**config.mk**
```make
export PLATFORM = sky130hd
export DESIGN_NAME = alpharetz_spi_multimode_controller
export DESIGN_NICKNAME = d
export VERILOG_FILES = /design/src/rtl/alpharetz_spi_multimode_controller.sv
export SDC_FILE = /design/constraint.sdc
export NUM_CORES = 1
export LEC_CHECK = 0
export CORE_MARGIN = 2
export CORE_UTILIZATION = 40
export DETAILED_ROUTE_END_ITERATION = 8
export PLACE_DENSITY_LB_ADDON = 0.15
export SETUP_SLACK_MARGIN = 0.1
export SYNTH_ARGS = -nofsm -noshare
export SYNTH_HDL_FRONTEND = slang
export SYNTH_SLANG_ARGS = --single-unit
```
**constraint.sdc**
```tcl
create_clock -name sys_clk -period 3.2 [get_ports sys_clk]
set_input_delay 0.64 -clock sys_clk [delete_from_list [all_inputs] [get_ports sys_clk]]
set_output_delay 0.64 -clock sys_clk [all_outputs]
set_load 0.02 [all_outputs]
```
**src/rtl/alpharetz_spi_multimode_controller.sv**
```systemverilog
// rtl/alpharetz_spi_multimode_controller.sv - SPI controller with run-time mode, divider, length, bit order and bursts
module alpharetz_spi_multimode_controller #(
  parameter int DATA_WIDTH   = 8,
  parameter int PERI_CNT     = 4,
  parameter int P_ADDR_WIDTH = $clog2(PERI_CNT),
  parameter int DIV_WIDTH    = 8,
  parameter int LEN_WIDTH    = $clog2(DATA_WIDTH + 1)
) (
  input  logic                    sys_clk,
  input  logic                    async_rst,
  input  logic                    sys_clk_en,
  input  logic                    cfg_cpol,
  input  logic                    cfg_cpha,
  input  logic                    cfg_lsb_first,
  input  logic [DIV_WIDTH-1:0]    cfg_clk_div,
  input  logic [LEN_WIDTH-1:0]    cfg_frame_len,
  input  logic [DATA_WIDTH-1:0]   tx_data,
  input  logic                    tx_last,
  input  logic                    tx_valid,
  output logic                    tx_ready,
  input  logic [P_ADDR_WIDTH-1:0] p_addr,
  input  logic                    cipo,
  output logic                    copi,
  output logic                    p_clk,
  output logic [PERI_CNT-1:0]     p_sel_n,
  output logic [DATA_WIDTH-1:0]   rx_data,
  output logic                    rx_valid,
  output logic                    busy
);
  localparam int IDX_W = (DATA_WIDTH > 1) ? $clog2(DATA_WIDTH) : 1;
  localparam int CNT_W = LEN_WIDTH + 1;
  localparam logic [LEN_WIDTH-1:0] MAX_LEN = LEN_WIDTH'(DATA_WIDTH);

  typedef enum logic [2:0] {ST_IDLE, ST_LEAD, ST_XFER, ST_TRAIL, ST_WAIT} state_t;
  state_t state, state_nxt;

  logic                  cpha_q, lsb_q, last_q;
  logic [DIV_WIDTH-1:0]  div_q, div_cnt;
  logic [LEN_WIDTH-1:0]  len_q, len_in, bit_k, bit_k1;
  logic [CNT_W-1:0]      edge_cnt;
  logic [DATA_WIDTH-1:0] tx_q, rx_q;
  logic [PERI_CNT-1:0]   sel_vec;
  logic                  accept, hp_end, last_edge;

  // Position in the data word of the k-th transmitted bit for the given order
  function automatic logic [IDX_W-1:0] bit_pos(input logic [LEN_WIDTH-1:0] k,
                                               input logic [LEN_WIDTH-1:0] len,
                                               input logic lsb);
    logic [LEN_WIDTH-1:0] p;
    p = lsb ? k : (len - k - LEN_WIDTH'(1));
    return p[IDX_W-1:0];
  endfunction

  assign accept    = tx_valid & tx_ready & sys_clk_en;
  assign hp_end    = (div_cnt == div_q);
  assign last_edge = (edge_cnt == ({len_q, 1'b0} - CNT_W'(1)));
  assign bit_k     = edge_cnt[CNT_W-1:1];
  assign bit_k1    = bit_k + LEN_WIDTH'(1);
  assign len_in    = (cfg_frame_len == '0 || cfg_frame_len > MAX_LEN) ? MAX_LEN : cfg_frame_len;

  // One-hot select for the requested peripheral; out-of-range addresses select nothing
  always_comb begin
    sel_vec = '0;
    for (int i = 0; i < PERI_CNT; i++)
      if (p_addr == P_ADDR_WIDTH'(i)) sel_vec[i] = 1'b1;
  end

  // State register
  always_ff @(posedge sys_clk or posedge async_rst) begin
    if (async_rst) state <= ST_IDLE;
    else           state <= state_nxt;
  end

  // Next-state logic; every phase is counted in enabled half-periods
  always_comb begin
    state_nxt = state;
    if (sys_clk_en) begin
      case (state)
        ST_IDLE, ST_WAIT: if (accept) state_nxt = ST_LEAD;
        ST_LEAD:          if (hp_end) state_nxt = ST_XFER;
        ST_XFER:          if (hp_end && last_edge) state_nxt = ST_TRAIL;
        ST_TRAIL:         if (hp_end) state_nxt = last_q ? ST_IDLE : ST_WAIT;
        default:          state_nxt = ST_IDLE;
      endcase
    end
  end

  // Status outputs decoded from the state
  always_comb begin
    busy     = (state != ST_IDLE);
    tx_ready = (state == ST_IDLE) || (state == ST_WAIT);
  end

  // Datapath: config capture, half-period timing, serial shift/sample, frame completion
  always_ff @(posedge sys_clk or posedge async_rst) begin
    if (async_rst) begin
      cpha_q   <= 1'b0;
      lsb_q    <= 1'b0;
      last_q   <= 1'b0;
      div_q    <= '0;
      div_cnt  <= '0;
      len_q    <= '0;
      edge_cnt <= '0;
      tx_q     <= '0;
      rx_q     <= '0;
      copi     <= 1'b0;
      p_clk    <= 1'b0;
      p_sel_n  <= '1;
      rx_data  <= '0;
      rx_valid <= 1'b0;
    end else if (sys_clk_en) begin
      rx_valid <= 1'b0;
      if (accept) begin
        cpha_q   <= cfg_cpha;
        lsb_q    <= cfg_lsb_first;
        last_q   <= tx_last;
        div_q    <= cfg_clk_div;
        len_q    <= len_in;
        tx_q     <= tx_data;
        rx_q     <= '0;
        div_cnt  <= '0;
        edge_cnt <= '0;
        p_clk    <= cfg_cpol;
        // Sample-first mode needs the first bit on the wire before the leading edge
        if (!cfg_cpha) copi <= tx_data[bit_pos('0, len_in, cfg_lsb_first)];
        // A burst keeps the chip select chosen by its first frame
        if (state == ST_IDLE) p_sel_n <= ~sel_vec;
      end else if (state == ST_LEAD || state == ST_XFER || state == ST_TRAIL) begin
        div_cnt <= hp_end ? '0 : div_cnt + DIV_WIDTH'(1);
        if (state == ST_XFER && hp_end) begin
          p_clk    <= ~p_clk;
          edge_cnt <= edge_cnt + CNT_W'(1);
          if (!edge_cnt[0]) begin
            // Leading edge
            if (!cpha_q) rx_q[bit_pos(bit_k, len_q, lsb_q)] <= cipo;
            else         copi <= tx_q[bit_pos(bit_k, len_q, lsb_q)];
          end else begin
            // Trailing edge; after the final bit copi simply holds
            if (!cpha_q) begin
              if (bit_k1 < len_q) copi <= tx_q[bit_pos(bit_k1, len_q, lsb_q)];
            end else begin
              rx_q[bit_pos(bit_k, len_q, lsb_q)] <= cipo;
            end
          end
        end
        if (state == ST_TRAIL && hp_end) begin
          rx_valid <= 1'b1;
          rx_data  <= rx_q;
          if (last_q) p_sel_n <= '1;
        end
      end
    end
  end
endmodule

```
-- Yosys cells after proc, flatten, opt, wreduce, memory -nomap -nowiden
Index checks and enable logic that the tools add are counted.
- register bits after elaboration: 62
- bits of input ports: 31
- output and inout bits: 17
- logic and storage cells: 134
- add/subtract/negate cells: 9
- $lt $le $gt $ge: 6
- eq/ne operators: 18
- multiplexer cells: 54
- bitwise logic cells: 5
- reduce and logical (&&, ||, !) cells: 27
- operator list (kind ; count):
    $mux W8 ; 9
    $mux W3 ; 8
    $mux W4 ; 6
    $mux W1 ; 22
    $mux W5 ; 3
    $reduce_and A5 Y1 ; 3
    $lt A3 B4 Y1 const B ; 3
    $pmux W3 S4 ; 1
    $ne A2 B2 Y1 const B ; 5
    $bmux W1 S3 ; 3
    $reduce_bool A3 Y1 ; 3
    $sub A3 B1 Y3 const B ; 3
    $add A8 B1 Y8 const B ; 1
    $bwmux W8 ; 1
    $eq A8 B8 Y1 ; 1
    $reduce_bool A2 Y1 ; 4
    $reduce_and A7 Y1 ; 1
    $eq A3 B2 Y1 const B ; 2
    $ne A3 B2 Y1 const B ; 2
    $sub A3 B3 Y3 ; 2
    $add A5 B1 Y5 const B ; 1
    $eq A5 B5 Y1 ; 1
    $sub A5 B1 Y5 const B ; 1
    $add A4 B1 Y4 const B ; 1
    22 further kinds ; 32

-- Depth between registers and ports, before layout
Gate-level depths: netlist of run 1.
- depth after elaboration: 13
- depth in mapped cells: 9
- gate-level depth less buffers: 9

-- Worst setup path before layout of run 1
OpenSTA, ideal clock, no wires.
- path kind: register to register
- start point: reg edge_cnt[1]
- end point: reg copi
- library setup time: 0.125 ns
- data arrival time: 2.416 ns
- required time: 3.075 ns
- setup slack: 0.659 ns
- cell stages (with the launch flop): 10
- buffers on the path: 0
- period minus slack after synthesis: 2.541 ns
- cells stage by stage: dfrtp_1 ha_1 inv_1 fa_1 inv_1 o32ai_1 o21ai_0 o211ai_1 o221ai_1 mux2_2
- longest elaborated chain between the ends: 12
- elaborated cells between the ends (all ways): 21
- those cells by class: add/sub (5); order compare (1); mux (13); reduce/logical (2)
- RTL lines (item ; line ; RTL):
    from (decl) ; 40 ; logic [CNT_W-1:0] edge_cnt;
    from (signal assigned) ; 132 ; edge_cnt <= edge_cnt + CNT_W'(1);
    $add A4 B1 Y4 ; 58 ; assign bit_k1 = bit_k + LEN_WIDTH'(1);
    $sub A3 B3 Y3 ; 50 ; p = lsb ? k : (len - k - LEN_WIDTH'(1));
    $sub A3 B1 Y3 ; 50 ;
    $mux W3 ; 50 ;
    $bmux W1 S3 ; 140 ; if (bit_k1 < len_q) copi <= tx_q[bit_pos(bit_k1, len_q, lsb_q)];
    $mux W1 (implied by the code) ; 140 ;
    $mux W1 ; 140 ;
    $mux W1 ; 139 ; if (!cpha_q) begin
    $mux W1 ; 133 ; if (!edge_cnt[0]) begin
    $mux W1 ; 130 ; if (state == ST_XFER && hp_end) begin
    $mux W1 ; 128 ; end else if (state == ST_LEAD || state == ST_XFER || state == ST_TRAIL) begin
    $mux W1 ; 113 ; if (accept) begin
    to (signal assigned) ; 125 ; if (!cfg_cpha) copi <= tx_data[bit_pos('0, len_in, cfg_lsb_first)];
    to (signal assigned) ; 136 ; else copi <= tx_q[bit_pos(bit_k, len_q, lsb_q)];
    to (signal assigned) ; 140 ;
    to (decl) ; 23 ; output logic copi,
Parallel ways exist; a longest one is shown, timed or not. The select of a mux whose other input is x is not followed.
A chain may end at the register's enable or synchronous reset.

-- Final worst setup path of run 1
- start point: reg edge_cnt[2]
- end point: reg copi
The elaborated chain is that of the path after synthesis.

==> results.cfg, run 1 <==
[clocking]
clkTransAtPathRegs_ps = 70
post_cts_buffers = 0
clockRootBuffer = clkbuf_8
cts_hold_repair.buffers = 0
clk-insertion-delay-late_ps = 350
post_cts_resized = 0
htreeDepth = 3
clock-sinks = 62
clockBufferDepth = 2
cts_tree = built
cts_made_buffers = 9

[setup_path]
r2r-start = edge_cnt[2]$_DFFE_PP0P_
r2r_end = copi$_DFFE_PP0P_
crit_fanout = 8
crit_type = flop to flop
crit_arrival_ps = 3080
start_kind = flop
critPathCaptureType = flop
worstPathRequired_ps = 3440
r2r_slack_ps = 350
r2r_cells = 8

[drt]
vias = 2866
first_pass_iters = 4
vias_per_cell = 5.259
drc = 0
antenna_left = 0
detail_route.wl_per_cell_um = 14.55
drtIter0Drc = 95
wl_mm = 7.928

[status]
status = finished, final reports clean

[floorplan]
floorplan.initialDensity_pct = 41.15
io_pins = 48
rows = 34
design.die.area_um2 = 9745
die_w_um = 98.72
die_h_um = 98.72
coreArea_um2 = 8721

[layout]
fill_cells = 839
final_nets = 476
antenna_cells = 0
drive_gt1_share_pct = 12.13
final_cell_mix = nand2_1, dfrtp_1, clkdlybuf4s50_1
regArea_um2 = 1556
final_common_cell = nand2_1
multi_input_area_um2 = 1893
stdcell_count = 545
area_growth_pct = 21.76
fin_area_um2 = 4369

[power]
finalPower_mw = 3.564
power-per-cell-area_nw_per_um2 = 815.8
power.leakage_nw = 1.998
worst_ir_drop_vdd_v = 0.0003168

[logic_synthesis]
synth_edf_count = 0
netlist_instances = 388
yosysSeqAreaShare_pct = 43.38
synth_top_area_share_pct = 40.45
syn_area_um2 = 3588
async_reset_ff_share_pct = 100.0
postSynthAreaPerCell_um2 = 9.249
synth_top_area_cell = dfrtp_1
synthFlopType = dfrtp_1
synth_seq_cells = 62
synth_area_leaders = dfrtp_1, nand2_1, xnor2_1, ha_1, mux2_2
synth.distinct_cells = 52
syn_nets = 432
yosysWarningCount = 0

[timing]
max_slew.worst_pin.slew_ps = 892.5
fin_skew_ps = 4.280
timing.setup.tns_ps = 0
grt_setup_unrepaired = no
relSlewSlack_pct = 38.79
clock.fmax_ghz = 0.3513
period_needed_ps = 2847
whs_ps = 492.5
period_share_pct = 88.96
slew_viol_final = 0
setup_viol = 0
timing_hold_violations_final = 0

[run]
maxCapViolCount = 0

[global_route]
grt_antenna_before_repair = 0
grt_pass1_vias = 2814
grt_pass1_wl_mm = 13.54
grtUsageTotal_pct = 17.45
grt_max_degree = 63
grt_overflow = 0

[placement]
place_area_um2 = 4180
port_buffers = 47
gp_congestion = 0.8213
dp.cells = 529
post-dp-hpwl_mm = 5.799

[min_path]
min_from = rx_valid$_DFFE_PP0P_
hp-class = flop to flop
holdPathEnd = rx_valid$_DFFE_PP0P_
whs_path_depth = 1
==> critical path, cell delays in order (launching register included) <==
cell      delay (ps)
dfrtp_1          520
inv_1            180
fa_1             500
nor2b_1          190
a221oi_1         420
a221oi_1         100
o41ai_1          350
o221ai_1         190
mux2_2           290
==> synthesized netlist by cell type (4+ instances only) <==
library cell / number
nand2_1: 89
dfrtp_1: 58
nand3_1: 18
nor2_1: 16
xnor2_1: 16
clkbuf_1: 15
o21ai_0: 15
a21oi_1: 13
inv_1: 12
mux2_2: 12
ha_1: 11
mux2i_1: 11
xor2_1: 10
nand4_1: 8
nor3_1: 7
buf_2: 6
a21o_1: 4
a221oi_1: 4
and3_1: 4
dfstp_2: 4
nor2b_1: 4
or3_1: 4
==> routing by layer <==
| layer | part of all wire [%] | routed length, um | global-route usage, % | vias to the layer above |
|---|---|---|---|---|
| li1 | - | - | - | 1429 |
| met1 | 49 | 3871 | 24.00 | 1360 |
| met2 | 46 | 3657 | 26.95 | 69 |
| met3 | 3.7 | 297 | 3.404 | 8 |
| met4 | 1.3 | 102 | 7.587 | 0 |
| met5 | 0 | 0 | 0 | - |
==> cell families (layout without fill, tap and decap cells) <==
family,Yosys count,after routing,share of synthesized area (%)
xor+xnor,26,26,6.346
fa+ha+maj,13,13,4.951
flops,62,62,43.38
mux,26,26,8.403
buf+inv,35,84,3.870
simple gates,169,169,22.70
compound gates,57,57,10.36
==> sequential cells by signal, indices dropped and copies added, names as in the netlist, 3 cells and up <==
register / count
state: 3
p_sel_n: 4
tx_q: 8
rx_data: 8
len_q: 4
edge_cnt: 5
rx_q: 8
div_q: 8
div_cnt: 8
==> where the power goes <==
part | leakage, nW | internal, mW | switching [mW]
Clock | 0.0964 | 0.358 | 0.326
Combinational | 1.10 | 0.721 | 0.886
Sequential | 0.803 | 1.01 | 0.261
==> metrics by stage <==
step           setup slack [ps]  utilization [%]
6_report                  353.2            50.10
5_1_grt                   217.6            50.10
4_1_cts                   393.0            50.10
3_5_place_dp              248.5            47.93
3_3_place_gp              329.2            47.93
2_1_floorplan             659.2                -
==> area by class of cell <==
type	count	share of cell area (%)
inverter	12	1.031
multi-input combinational	291	43.33
timing repair buffer	56	12.60
tap	108	3.093
clock inverter	6	1.403
clock buffer	10	2.921
sequential	62	35.62
==> worst max path at each step <==
| stage | slack (ps) | end | depth (start not counted) | startpoint |
|---|---|---|---|---|
| 6_report | 350 | copi$_DFFE_PP0P_ | 8 | edge_cnt[2]$_DFFE_PP0P_ |
| 3_3_place_gp | 330 | copi$_DFFE_PP0P_ | 8 | cfg_frame_len[3] |
| 3_5_place_dp | 250 | copi$_DFFE_PP0P_ | 8 | cfg_frame_len[3] |
| 5_1_grt | 220 | copi$_DFFE_PP0P_ | 8 | edge_cnt[2]$_DFFE_PP0P_ |
| 2_1_floorplan | 660 | copi$_DFFE_PP0P_ | 9 | edge_cnt[1]$_DFFE_PP0P_ |
| 4_1_cts | 390 | copi$_DFFE_PP0P_ | 9 | edge_cnt[2]$_DFFE_PP0P_ |
Note: power is estimated with default switching activity, not from simulation.
==> inputs of run 2 (changes only) <==
==> constraint.sdc (replaced) <==
create_clock -name sys_clk -period 2.7 [get_ports sys_clk]
set_input_delay 0.54 -clock sys_clk [delete_from_list [all_inputs] [get_ports sys_clk]]
set_output_delay 0.54 -clock sys_clk [all_outputs]
set_load 0.02 [all_outputs]
==> run 2 against run 1 <==
  * Non-clock buffer count increased by 15
  * Flip-flop and latch count stayed put
  * Final area increased by 4.7%
  * Power up 26%
  * Critical endpoint unchanged
  * Largest power group unchanged
==> results.cfg, run 2 (same netlist as run 1, synthesis figures left out) <==
[status]
status = finished, final reports clean

[floorplan]
rows = 34
coreArea_um2 = 8721
die_w_um = 98.72
design.die.area_um2 = 9745
die_h_um = 98.72
io_pins = 48
floorplan.initialDensity_pct = 41.15

[placement]
post-dp-hpwl_mm = 6.076
pre_cts_ws_ps = -123.8
dp.cells = 543
gp_congestion = 0.8478
port_buffers = 47

[power]
worst_ir_drop_vdd_v = 0.0003957
power.leakage_nw = 2.079
power-per-cell-area_nw_per_um2 = 985.2
finalPower_mw = 4.507

[clocking]
clkTransAtPathRegs_ps = 70
clk-insertion-delay-late_ps = 340
cts_tree = built
clockRootBuffer = clkbuf_8
htreeDepth = 3
cts_hold_repair.buffers = 0
clockBufferDepth = 2
clock-sinks = 62
cts_made_buffers = 9

[drt]
vias = 2973
drc = 0
drtIter0Drc = 103
wl_mm = 8.411
antenna_left = 0
first_pass_iters = 4
vias_per_cell = 5.309
detail_route.wl_per_cell_um = 15.02

[layout]
stdcell_count = 560
area_growth_pct = 27.48
final_nets = 491
regArea_um2 = 1558
drive_gt1_share_pct = 18.81
fill_cells = 803
multi_input_area_um2 = 2003
antenna_cells = 0
final_cell_mix = nand2_1, dfrtp_1, clkdlybuf4s50_1
final_common_cell = nand2_1

[setup_path]
r2r-start = edge_cnt[1]$_DFFE_PP0P_
worstPathRequired_ps = 2920
r2r_cells = 9
start_kind = flop
crit_fanout = 6
critPathCaptureType = flop
r2r_slack_ps = 200
crit_arrival_ps = 2720
r2r_end = copi$_DFFE_PP0P_
crit_type = flop to flop

[timing]
period_share_pct = 92.46
fin_skew_ps = 10.21
clock.fmax_ghz = 0.4006
period_needed_ps = 2496
timing_hold_violations_final = 0
max_slew.worst_pin.slew_ps = 602.2
fin_ws_ps = 203.7
grt_setup_unrepaired = no
whs_ps = 485.0
relSlewSlack_pct = 59.43
slew_viol_final = 0
setup_viol = 0
timing.setup.tns_ps = 0

[run]
maxCapViolCount = 0

[global_route]
grt_overflow = 0
grt_pass1_wl_mm = 14.10
grtUsageTotal_pct = 18.04
grt_util_met3_pct = 3.262
grt_max_degree = 41
grt_pass1_vias = 2940
grt-busiest-layer = met2
grt_antenna_before_repair = 0
grt_util_met1_pct = 25.07
gr-usage-met2_pct = 28.31

[min_path]
holdPathEnd = rx_valid$_DFFE_PP0P_
hp-class = flop to flop
whs_path_depth = 1
min_from = rx_valid$_DFFE_PP0P_
[run 2: cell types whose count changed in the layout (fill, tap and decap cells not counted), moves of 2 or more]
| cell | previous run | this run |
|---|---|---|
| ha_4 | 0 | 2 |
| fa_2 | 0 | 2 |
| mux2i_1 | 11 | 9 |
| nand3_2 | 0 | 2 |
| nand3_1 | 18 | 16 |
| ha_1 | 11 | 9 |
| fa_1 | 2 | 0 |
| o21ai_0 | 15 | 13 |
| o21ai_1 | 1 | 3 |
| buf_4 | 8 | 22 |
[run 2: layout make-up]
type	instances	share of cell area, %
Clock buffer	11	2.872
Clock inverter	5	0.7659
Inverter	12	0.9847
Multi-Input combinational cell	291	43.79
Sequential cell	62	34.05
Tap cell	108	2.954
Timing Repair Buffer	71	14.58
[run 2: per-layer routing]
layer | routed length [um] | part of all wire, %
met3 | 300 | 3.6
met4 | 154 | 1.8
met1 | 4074 | 48
met2 | 3881 | 46
met5 | 0 | 0
[run 2: worst max path at each step]
stage	startpoint	endpoint	cells past startpoint
after global routing	edge_cnt[1]$_DFFE_PP0P_	copi$_DFFE_PP0P_	9
after CTS	edge_cnt[2]$_DFFE_PP0P_	copi$_DFFE_PP0P_	9
final	edge_cnt[1]$_DFFE_PP0P_	copi$_DFFE_PP0P_	9
after detailed placement	cfg_frame_len[3]	copi$_DFFE_PP0P_	8
after global placement	cfg_frame_len[3]	copi$_DFFE_PP0P_	8
after floorplan	edge_cnt[1]$_DFFE_PP0P_	copi$_DFFE_PP0P_	9
[run 2: worst max-delay path, cell delays in order (launching register included)]
cell and delay (ps):
dfrtp_2 450, buf_4 170, ha_1 200, fa_2 580, inv_1 60, o32ai_2 240, a221oi_1 110, o211ai_1 170
o221ai_1 130, mux2_4 270
[run 2: power by group]
group / switching (mW) / internal, mW
clock: 0.379 / 0.335
sequential: 0.312 / 1.20
combinational: 1.21 / 1.07
[run 2: through the flow]
stage	util, %	instance area [um2]
2_1_floorplan	-	3588
3_3_place_gp	49.14	4285
3_5_place_dp	49.14	4285
4_1_cts	51.41	4483
5_1_grt	52.45	4574
6_report	52.45	4574
[run 2: repair_timing]
action | CTS | global route
resized for setup | 6 | 19
pin swaps | 2 | 7
setup buffers | 0 | 1
endpoints found under the setup margin | 1 | 4
